<file path="config.mk">
export PLATFORM = sky130hd
export DESIGN_NAME = std_skid_buffer
export DESIGN_NICKNAME = d
export VERILOG_FILES = /design/src/rtl/std_pipe_pkg.sv /design/src/rtl/std_dffre_n.sv /design/src/rtl/std_skid_buffer.sv
export SDC_FILE = /design/constraint.sdc
export NUM_CORES = 1
export LEC_CHECK = 0
export ABC_CLOCK_PERIOD_IN_PS = 4000
export BUFFER_PORTS_ARGS = -buffer_cell sky130_fd_sc_hd__buf_4
export CORE_AREA = 4 4 41 43
export CTS_CLUSTER_SIZE = 14
export DETAILED_ROUTE_END_ITERATION = 8
export DIE_AREA = 0 0 45 47
export SYNTH_ARGS = -nofsm -noshare
export SYNTH_HDL_FRONTEND = slang
export SYNTH_SLANG_ARGS = --single-unit
</file>
<file path="constraint.sdc">
create_clock -name clk -period 4 [get_ports clk]
set_clock_uncertainty 0.1 [all_clocks]
set_input_delay 0.2 -clock clk [delete_from_list [all_inputs] [get_ports clk]]
set_output_delay 0.2 -clock clk [all_outputs]
set_load 0.005 [all_outputs]
</file>
<file path="src/rtl/std_pipe_pkg.sv">
// Shared encodings for the valid/ready pipeline primitives (skid buffer, pipe FIFO).
package std_pipe_pkg;
  localparam int STATE_W = 2;

  typedef logic [STATE_W-1:0] pipe_state_t;

  localparam pipe_state_t STATE_EMPTY = 2'b00;
  localparam pipe_state_t STATE_BUSY  = 2'b01;
  localparam pipe_state_t STATE_FULL  = 2'b10;
endpackage

</file>
<file path="src/rtl/std_dffre_n.sv">
// Width-parameterised flop with load enable and asynchronous active-low clear to zero.
// Latency 1 cycle; no flow control of its own.
module std_dffre_n #(
  parameter int WIDTH = 1
) (
  input  logic             clk,
  input  logic             resetn,
  input  logic             en,
  input  logic [WIDTH-1:0] d,
  output logic [WIDTH-1:0] q
);

  always_ff @(posedge clk or negedge resetn) begin
    if (!resetn) begin
      q <= '0;
    end else if (en) begin
      q <= d;
    end
  end

endmodule

</file>
<file path="src/rtl/std_skid_buffer.sv">
// Two-entry (main + skid) registered valid/ready stage; 1-cycle latency, full throughput.
// Back-pressure absorbed by the skid entry so s_ready is a pure register decode.
module std_skid_buffer
  import std_pipe_pkg::*;
#(
  parameter int DATA_WIDTH = 1
) (
  input  logic                  clk,
  input  logic                  resetn,
  input  logic                  flush,
  input  logic                  s_valid,
  output logic                  s_ready,
  input  logic [DATA_WIDTH-1:0] s_data,
  output logic                  m_valid,
  input  logic                  m_ready,
  output logic [DATA_WIDTH-1:0] m_data
);

  pipe_state_t           state_q;
  pipe_state_t           state_d;
  logic [DATA_WIDTH-1:0] main_q;
  logic [DATA_WIDTH-1:0] main_d;
  logic                  main_en;
  logic [DATA_WIDTH-1:0] skid_q;
  logic [DATA_WIDTH-1:0] skid_d;
  logic                  skid_en;
  logic                  rdy_q;
  logic                  up_xfer;

  // rdy_q holds s_ready low through reset and rises on the first edge after release.
  std_dffre_n #(.WIDTH(1)) u_rdy (
    .clk(clk), .resetn(resetn), .en(1'b1), .d(1'b1), .q(rdy_q)
  );

  std_dffre_n #(.WIDTH(STATE_W)) u_state (
    .clk(clk), .resetn(resetn), .en(1'b1), .d(state_d), .q(state_q)
  );

  std_dffre_n #(.WIDTH(DATA_WIDTH)) u_main (
    .clk(clk), .resetn(resetn), .en(main_en), .d(main_d), .q(main_q)
  );

  std_dffre_n #(.WIDTH(DATA_WIDTH)) u_skid (
    .clk(clk), .resetn(resetn), .en(skid_en), .d(skid_d), .q(skid_q)
  );

  assign m_valid = (state_q != STATE_EMPTY);
  assign s_ready = rdy_q && (state_q != STATE_FULL);
  assign m_data  = main_q;
  assign up_xfer = s_valid && s_ready;

  always_comb begin
    state_d = state_q;
    main_en = 1'b0;
    main_d  = s_data;
    skid_en = 1'b0;
    skid_d  = s_data;
    if (flush) begin
      state_d = STATE_EMPTY;
      main_en = 1'b1;
      main_d  = '0;
      skid_en = 1'b1;
      skid_d  = '0;
    end else begin
      case (state_q)
        STATE_BUSY: begin
          if (up_xfer && m_ready) begin
            main_en = 1'b1;
          end else if (up_xfer) begin
            skid_en = 1'b1;
            state_d = STATE_FULL;
          end else if (m_ready) begin
            state_d = STATE_EMPTY;
          end
        end
        STATE_FULL: begin
          if (m_ready) begin
            main_en = 1'b1;
            main_d  = skid_q;
            state_d = STATE_BUSY;
          end
        end
        // EMPTY and the unused encoding both behave as empty
        default: begin
          if (up_xfer) begin
            main_en = 1'b1;
            state_d = STATE_BUSY;
          end else begin
            state_d = STATE_EMPTY;
          end
        end
      endcase
    end
  end

endmodule

</file>
==> results.toml, run 1 <==
[synth]
synth_warnings = 0
syn_nets = 47
synth_area_um2 = 382
ys_types = 21
netlist_instances = 38
yosysTopAreaCell = "dfrtp_1"
ys_seq_area_frac = 0.328
synth_top_area_share = 0.328
synth_area_leaders = "dfrtp_1, ha_1, a221oi_4, a21bo_2, nor2b_1"
ys_ff_latch = 5
syn_area_per_cell_um2 = 10.0

[place]
io_buffers = 8
hpwlAfterDp_um = 598
gp_congestion = 0.702

[timing]
setup-violations-final = 0
setup_tns_ns = 0
post-route-period-util = 0.476
period_minus_slack_ns = 1.90
rsz0062_at_grt = "no"
finalMaxSlewViolations = 0
final_hold_viol_count = 0
fmax_mhz = 525
whs_ns = 0.0512

[cts]
clkTransAtPathRegs_ns = 0.05
htreeDepth = 1
cts.sinks = 5
numCtsBuffers = 3
clk_latency_ns = 0.25
cts_buffer_depth = 2
cts_tree = "done"
clockRootBuffer = "clkbuf_4"

[final_layout]
n_fill_cell = 136
multi_input_area_um2 = 241
regArea_um2 = 125
diodes = 0
drive_gt1_frac = 0.353
syn2layout_area_growth_pct = 30.2
mostFrequentLayoutCell = "buf_4"
final_cell_mix = "buf_4, dfrtp_1, inv_1"
nets = 61

[setup_path]
crit_path_max_fanout = 8
critPathRequiredTime_ns = 4.04
worst-r2r-cell-count = 5
cp.arrival_ns = 1.94
crit_path_start_kind = "register"
cp_num_cells = 5
r2r_setup_slack_ns = 2.10
crit_type = "reg -> reg"
reg2reg_to = "u_state.q[0]$_DFFE_PN0P_"
cp-end-kind = "register"
path_buf_inv = 1
reg2reg_from = "u_state.q[0]$_DFFE_PN0P_"
crit_chain = "inv_1 -> ha_1 -> and4b_4 -> a221oi_4 -> mux2_4"
worst_path_max_delay_cell = "dfrtp_1"
slowest_delay_ns = 0.38
cpLargestDelayFamily = "flip-flops"

[hold_path]
worstHoldPathCells = 2
min_to = "u_skid.q$_DFFE_PN0P_"
hold_start = "flush"
hold_class = "in -> reg"

[die]
initial_core_util = 0.293
rows = 13
core_um2 = 1300
io_pins = 9
dieArea_um2 = 2120
die_y_um = 47
die_w_um = 45

[power_and_ir_drop]
power_density_nw_per_um2 = 273
p_leak_nw = 0.233
vdd_drop_max_v = 0.000172

[detailed_routing]
wirelength_um = 766
post-route-drc-count = 0
vias_per_cell = 4.65
drt_iter0_markers = 9
wl_per_cell_um = 11.6
ant_nets = 0
vias = 307
drtPass1Iterations = 3

[global_routing]
antenna_found_initial = 0
gr-total-overflow = 0
grt_pass1_vias = 326
grt_pass1_wl_mm = 1.44
grt_start_max_net_pins = 9
grt_use_total = 0.101

[run]
maxCapViolCount = 0

[outcome]
status = "finished, final reports clean"
==> synth_stat cells <==
cell,number
a21bo_2,2
a21oi_1,3
a221oi_4,1
a31oi_1,1
and2b_2,1
and4b_4,1
conb_1,1
dfrtp_1,5
ha_1,3
inv_1,4
mux2_2,1
mux2_4,1
mux2i_1,1
nand2_1,3
nand2b_1,1
nand3_1,2
nand3b_1,1
nand4bb_1,1
nor2_1,1
nor2b_1,3
o21ai_0,1
==> worst max path at each step <==
stage | startpoint | slack, ns | endpoint
floorplan | u_state.q[0]$_DFFE_PN0P_ | 2.22 | u_state.q[0]$_DFFE_PN0P_
global placement | u_state.q[0]$_DFFE_PN0P_ | 2.11 | u_state.q[0]$_DFFE_PN0P_
detailed placement | u_state.q[0]$_DFFE_PN0P_ | 2.10 | u_state.q[0]$_DFFE_PN0P_
CTS | u_state.q[0]$_DFFE_PN0P_ | 2.08 | u_state.q[0]$_DFFE_PN0P_
global route | u_state.q[0]$_DFFE_PN0P_ | 1.99 | u_state.q[0]$_DFFE_PN0P_
finish | u_state.q[0]$_DFFE_PN0P_ | 2.10 | u_state.q[0]$_DFFE_PN0P_
==> where the power goes <==
group | switching, W | internal, W | total (W)
registers | 0.00000123 | 0.0000523 | 0.0000535
clock network | 0.0000230 | 0.0000379 | 0.0000609
logic | 0.00000951 | 0.0000115 | 0.0000210
total | 0.0000338 | 0.000102 | 0.000135
==> cell families after synthesis <==
kind of cell / synth area share
AND/OR/NAND/NOR: 0.239
AO/OA/AOI/OAI: 0.190
flip-flops: 0.328
buffers and inverters: 0.0393
multiplexers: 0.0951
adder cells (fa/ha/maj): 0.0984
other: 0.00983
==> worst register-to-register path, delay by kind of cell, from the launching register on <==
kind | cells | cell delay (ns)
DFF | 1 | 0.38
muxes | 1 | 0.33
AOI/OAI and AO/OA | 1 | 0.32
adders and majority gates | 1 | 0.29
and+or+nand+nor | 1 | 0.27
buffers and inverters | 1 | 0.10
==> repair_timing <==
action | in CTS | in global routing
gates resized for setup | 0 | 0
hold buffers | 1 | 0
setup buffers | 0 | 0
endpoints found under the hold margin | 5 | 0
==> cell type report <==
| cell class | instances | area share |
|---|---|---|
| multi-input cells | 29 | 0.486 |
| flip-flops and latches | 5 | 0.252 |
| clock buffers | 4 | 0.0529 |
| inverters | 4 | 0.0302 |
| repair buffers | 9 | 0.141 |
| well taps | 15 | 0.0378 |
==> state kept, by name, indices dropped and copies added (netlist names) <==
signal and flops:
u_state.q 2, u_main.q 1, u_rdy.q 1, u_skid.q 1
==> stage by stage <==
step | total power [W] | utilization | std cells | setup slack [ns] | area, um^2
global route | 0.000145 | 0.382 | 66 | 1.99 | 497
CTS | 0.000139 | 0.382 | 66 | 2.08 | 497
detailed placement | 0.0000747 | 0.354 | 61 | 2.10 | 460
finish | 0.000135 | 0.382 | 66 | 2.10 | 497
floorplan | 0.0000636 | - | 38 | 2.22 | 382
global placement | 0.0000746 | 0.354 | 61 | 2.11 | 460
==> routing by layer <==
| layer | routed length [um] | vias to the layer above | track usage |
|---|---|---|---|
| met5 | 0 | - | 0 |
| met4 | 9 | 0 | 0.0643 |
| met1 | 355 | 142 | 0.124 |
| li1 | - | 155 | - |
| met2 | 348 | 8 | 0.136 |
| met3 | 52 | 2 | 0.0536 |
(Power assumes the default switching activity.)
==> run 2: changes to the inputs <==
--- a/config.mk
+++ b/config.mk
@@ -5,7 +5,7 @@
 export SDC_FILE = /design/constraint.sdc
 export NUM_CORES = 1
 export LEC_CHECK = 0
-export ABC_CLOCK_PERIOD_IN_PS = 4000
+export ABC_CLOCK_PERIOD_IN_PS = 1500
 export BUFFER_PORTS_ARGS = -buffer_cell sky130_fd_sc_hd__buf_4
 export CORE_AREA = 4 4 41 43
 export CTS_CLUSTER_SIZE = 14
==> constraint.sdc (replaced) <==
create_clock -name clk -period 1.5 [get_ports clk]
set_clock_uncertainty 0.1 [all_clocks]
set_input_delay 0.075 -clock clk [delete_from_list [all_inputs] [get_ports clk]]
set_output_delay 0.075 -clock clk [all_outputs]
set_load 0.005 [all_outputs]
==> results.toml, run 2 (synthesis gave the netlist of run 1 again) <==
[final_layout]
diodes = 0
drive_gt1_frac = 0.517
syn2layout_area_growth_pct = 53.4
fin_area_um2 = 586
n_fill_cell = 142
utilization = 0.450
fin_cells = 75
nets = 70
largest_register = "u_state.q"
mostFrequentLayoutCell = "buf_4"
final_cell_mix = "buf_4, dfrtp_1, nor2b_1, nand2_1, clkbuf_4"
largest_register_ffs = 2

[setup_path]
worst-r2r-cell-count = 5
cp-end-kind = "register"
crit_path_start_kind = "register"
critPathRequiredTime_ns = 1.51
crit_path_max_fanout = 3
crit_type = "reg -> reg"
cp.arrival_ns = 1.72

[timing]
setup_tns_ns = -0.574
rsz0062_at_grt = "yes"
final_hold_viol_count = 0
period_minus_slack_ns = 1.70
setup_slack_ns = -0.201
fmax_mhz = 588
finalMaxSlewViolations = 0
setup-violations-final = 4
post-route-period-util = 1.13

[cts]
post_cts_buffers = 0
clk_latency_ns = 0.23
clkTransAtPathRegs_ns = 0.04
cts_tree = "done"
cts_buffer_depth = 2
htreeDepth = 1
cts.sinks = 5
clockRootBuffer = "clkbuf_4"
numCtsBuffers = 3

[hold_path]
hold_class = "in -> reg"
worstHoldPathCells = 3

[global_routing]
grt_pass1_vias = 365
antenna_found_initial = 0
grt_pass1_wl_mm = 1.48
gr-total-overflow = 0
grt_start_max_net_pins = 8
grt_use_total = 0.0986

[die]
initial_core_util = 0.293
die_w_um = 45
rows = 13
io_pins = 9
dieArea_um2 = 2120
core_um2 = 1300
die_y_um = 47

[power_and_ir_drop]
power_density_nw_per_um2 = 615
combPwrFrac = 0.193
vdd_drop_max_v = 0.000325
switchingPower_w = 0.0000798
p_leak_nw = 0.276
seqPwrFrac = 0.397
clkPwrFrac = 0.410
switching_share = 0.222
internal_power_w = 0.000280
power_w = 0.000360

[detailed_routing]
vias = 337
drtPass1Iterations = 4
vias_per_cell = 4.49
post-route-drc-count = 0
drt_iter0_markers = 7
wl_per_cell_um = 11.1
ant_nets = 0
wirelength_um = 829

[outcome]
violations = "setup timing"
status = "finished with violations"

[place]
io_buffers = 8
dpl_cell_area_um2 = 536
gp_congestion = 0.704
place_inst = 69
hpwlAfterDp_um = 667

[run]
maxCapViolCount = 0
run 2: cell count changes in the layout (fill, tap and decap cells not counted):
cell           delta
buf_4             +8
dlygate4sd3_1     +1
a21oi_2           +1
inv_2             +2
o21ai_0           -1
inv_1             -2
o21ai_1           +1
ha_4              +1
a21oi_1           -1
ha_1              -2
ha_2              +1
run 2: worst paths after layout:
path / start / to / slack (ns)
max: u_state.q[1]$_DFFE_PN0P_ / u_state.q[0]$_DFFE_PN0P_ / -0.20
min: s_data / u_skid.q$_DFFE_PN0P_ / 0.03
max reg2reg: u_state.q[1]$_DFFE_PN0P_ / u_state.q[0]$_DFFE_PN0P_ / -0.20
min reg2reg: u_state.q[1]$_DFFE_PN0P_ / u_state.q[1]$_DFFE_PN0P_ / 0.54
max in group asynchronous: resetn / u_state.q[0]$_DFFE_PN0P_ / 1.13
min in group asynchronous: resetn / u_main.q$_DFFE_PN0P_ / 0.07
run 2: repair_timing:
item	CTS	global route
hold buffers	2	0
gates cloned	0	0
gates resized for setup	3	0
setup endpoints to repair	4	4
hold endpoints to repair	6	0
run 2: worst max-delay path, stage by stage (launching register included):
cell and delay, ns:
dfrtp_1 0.42, inv_2 0.06, ha_2 0.18, and4b_4 0.19, a221oi_4 0.29, mux2_4 0.33
run 2: final cells by class:
type	instances	area, um^2	share of cell area
clock buffers	4	26.3	0.0449
inverters	4	15.0	0.0256
multi-input cells	29	260	0.444
flip-flops and latches	5	125	0.214
well taps	15	18.8	0.0321
repair buffers	18	140	0.239
run 2: routing by layer:
| metal | global-route usage | part of all wire |
|---|---|---|
| met5 | 0 | 0 |
| met2 | 0.175 | 0.50 |
| met3 | 0.0115 | 0.060 |
| met1 | 0.109 | 0.44 |
| met4 | 0.0702 | 0 |
run 2: stage by stage:
step | worst slack [ns] | hold slack, ns
finish | -0.201 | 0.0346
global route | -0.274 | 0.0435
CTS | -0.210 | 0.0238
detailed placement | -0.220 | -0.221
global placement | -0.184 | -0.219
floorplan | -0.160 | -0.321
run 2: power groups by stage:
stage | registers (W) | logic [W] | clock network [W]
4_1_cts | 0.000143 | 0.0000697 | 0.000157
5_1_grt | 0.000143 | 0.0000771 | 0.000167
3_5_place_dp | 0.000145 | 0.0000646 | 0
2_1_floorplan | 0.000144 | 0.0000259 | 0
6_report | 0.000143 | 0.0000695 | 0.000148
3_3_place_gp | 0.000145 | 0.0000643 | 0
==> run 3: changes to the inputs <==
==> constraint.sdc (replaced) <==
create_clock -name clk -period 1.5 [get_ports clk]
set_clock_uncertainty 0.1 [all_clocks]
set_input_delay 0.3 -clock clk [delete_from_list [all_inputs] [get_ports clk]]
set_output_delay 0.3 -clock clk [all_outputs]
set_load 0.005 [all_outputs]
==> results.toml, run 3 (synthesis gave the netlist of run 1 again) <==
[detailed_routing]
wirelength_um = 968
vias = 364
drtPass1Iterations = 3
post-route-drc-count = 0
vias_per_cell = 4.49
ant_nets = 0
drt_iter0_markers = 2
wl_per_cell_um = 12.0

[outcome]
status = "finished with violations"
violations = "setup timing"

[global_routing]
grt_use_total = 0.114
antenna_found_initial = 0
gr-total-overflow = 0
grt_pass1_vias = 410
grt_pass1_wl_mm = 1.66
grt_start_max_net_pins = 8

[hold_path]
hold_class = "in -> reg"
hold_start = "flush"
min_to = "u_skid.q$_DFFE_PN0P_"
worstHoldPathCells = 2

[final_layout]
nets = 76
regArea_um2 = 126
drive_gt1_frac = 0.636
n_fill_cell = 126
final_cell_mix = "buf_4, buf_6, dfrtp_1"
fin_cells = 81
multi_input_area_um2 = 300
syn2layout_area_growth_pct = 79.3
largest_register = "u_state.q"
largest_register_ffs = 2
fin_area_um2 = 684
mostFrequentLayoutCell = "buf_4"
diodes = 0
utilization = 0.526

[die]
io_pins = 9
die_w_um = 45
die_y_um = 47
rows = 13
dieArea_um2 = 2120
initial_core_util = 0.293
core_um2 = 1300

[setup_path]
worst-r2r-cell-count = 6
reg2reg_to = "u_main.q$_DFFE_PN0P_"
crit_path_max_fanout = 3
critPathRequiredTime_ns = 1.51
cp.arrival_ns = 1.73
r2r_setup_slack_ns = -0.22
crit_type = "reg -> reg"
reg2reg_from = "u_state.q[0]$_DFFE_PN0P_"
cp-end-kind = "register"
crit_start = "u_state.q[0]$_DFFE_PN0P_"
crit_path_start_kind = "register"

[place]
place_inst = 71
io_buffers = 8
hpwlAfterDp_um = 716
dpl_cell_area_um2 = 551
gp_congestion = 0.681

[timing]
setup-violations-final = 6
rsz0062_at_grt = "yes"
setup_tns_ns = -0.936
setup_slack_ns = -0.217
period_minus_slack_ns = 1.72
finalMaxSlewViolations = 0
fmax_mhz = 582
post-route-period-util = 1.14
final_hold_viol_count = 0

[cts]
htreeDepth = 1
cts_tree = "done"
numCtsBuffers = 3
clkTransAtPathRegs_ns = 0.04
cts_buffer_depth = 2
clk_latency_ns = 0.24
clockRootBuffer = "clkbuf_4"
cts.sinks = 5

[power_and_ir_drop]
p_leak_nw = 0.311
power_w = 0.000377
power_density_nw_per_um2 = 551
vdd_drop_max_v = 0.000316

[run]
maxCapViolCount = 0
run 3: worst max path at each step:
stage                                           to  cells after the start  slack [ns]
after CTS                 u_state.q[0]$_DFFE_PN0P_                      5       -0.19
after global placement        u_main.q$_DFFE_PN0P_                      5       -0.18
after global routing      u_state.q[1]$_DFFE_PN0P_                      6       -0.26
after detailed placement  u_state.q[0]$_DFFE_PN0P_                      5       -0.19
after floorplan           u_state.q[0]$_DFFE_PN0P_                      5       -0.16
final                         u_main.q$_DFFE_PN0P_                      6       -0.22
run 3: worst max-delay path: stages, from the launching register on:
cell and delay, ns:
dfrtp_1 0.38, inv_2 0.07, buf_4 0.14, ha_4 0.23, nand4bb_1 0.21, o21ai_1 0.14
mux2_4 0.32
run 3: metal layers:
| metal | global-route usage | part of all wire | up-vias |
|---|---|---|---|
| li1 | - | - | 186 |
| met1 | 0.127 | 0.40 | 168 |
| met2 | 0.184 | 0.54 | 8 |
| met3 | 0.0192 | 0.042 | 2 |
| met4 | 0.105 | 0.014 | 0 |
| met5 | 0 | 0 | - |
run 3: metrics by stage:
stage	hold WS, ns	setup slack (ns)
3_5_place_dp	0.00461	-0.187
6_report	0.168	-0.217
3_3_place_gp	0.00623	-0.176
4_1_cts	0.155	-0.190
2_1_floorplan	-0.0956	-0.160
5_1_grt	0.170	-0.261
run 3: report_power, final:
part	internal, W	switching (W)
clock	0.000100	0.0000494
sequential	0.000140	0.00000350
combinational	0.0000505	0.0000337
run 3: cell type report:
class	instances	share of cell area
Clock buffer	4	0.0384
Inverter	4	0.0219
Multi-Input combinational cell	29	0.439
Sequential cell	5	0.185
Tap cell	15	0.0274
Timing Repair Buffer	24	0.289
run 3: timing repair:
item | 4_1_cts | 5_1_grt
hold endpoints to repair | 5 | 0
hold buffers | 1 | 0
setup buffers | 2 | 3
setup endpoints to repair | 5 | 6
pin swaps | 0 | 2
resized for setup | 5 | 9
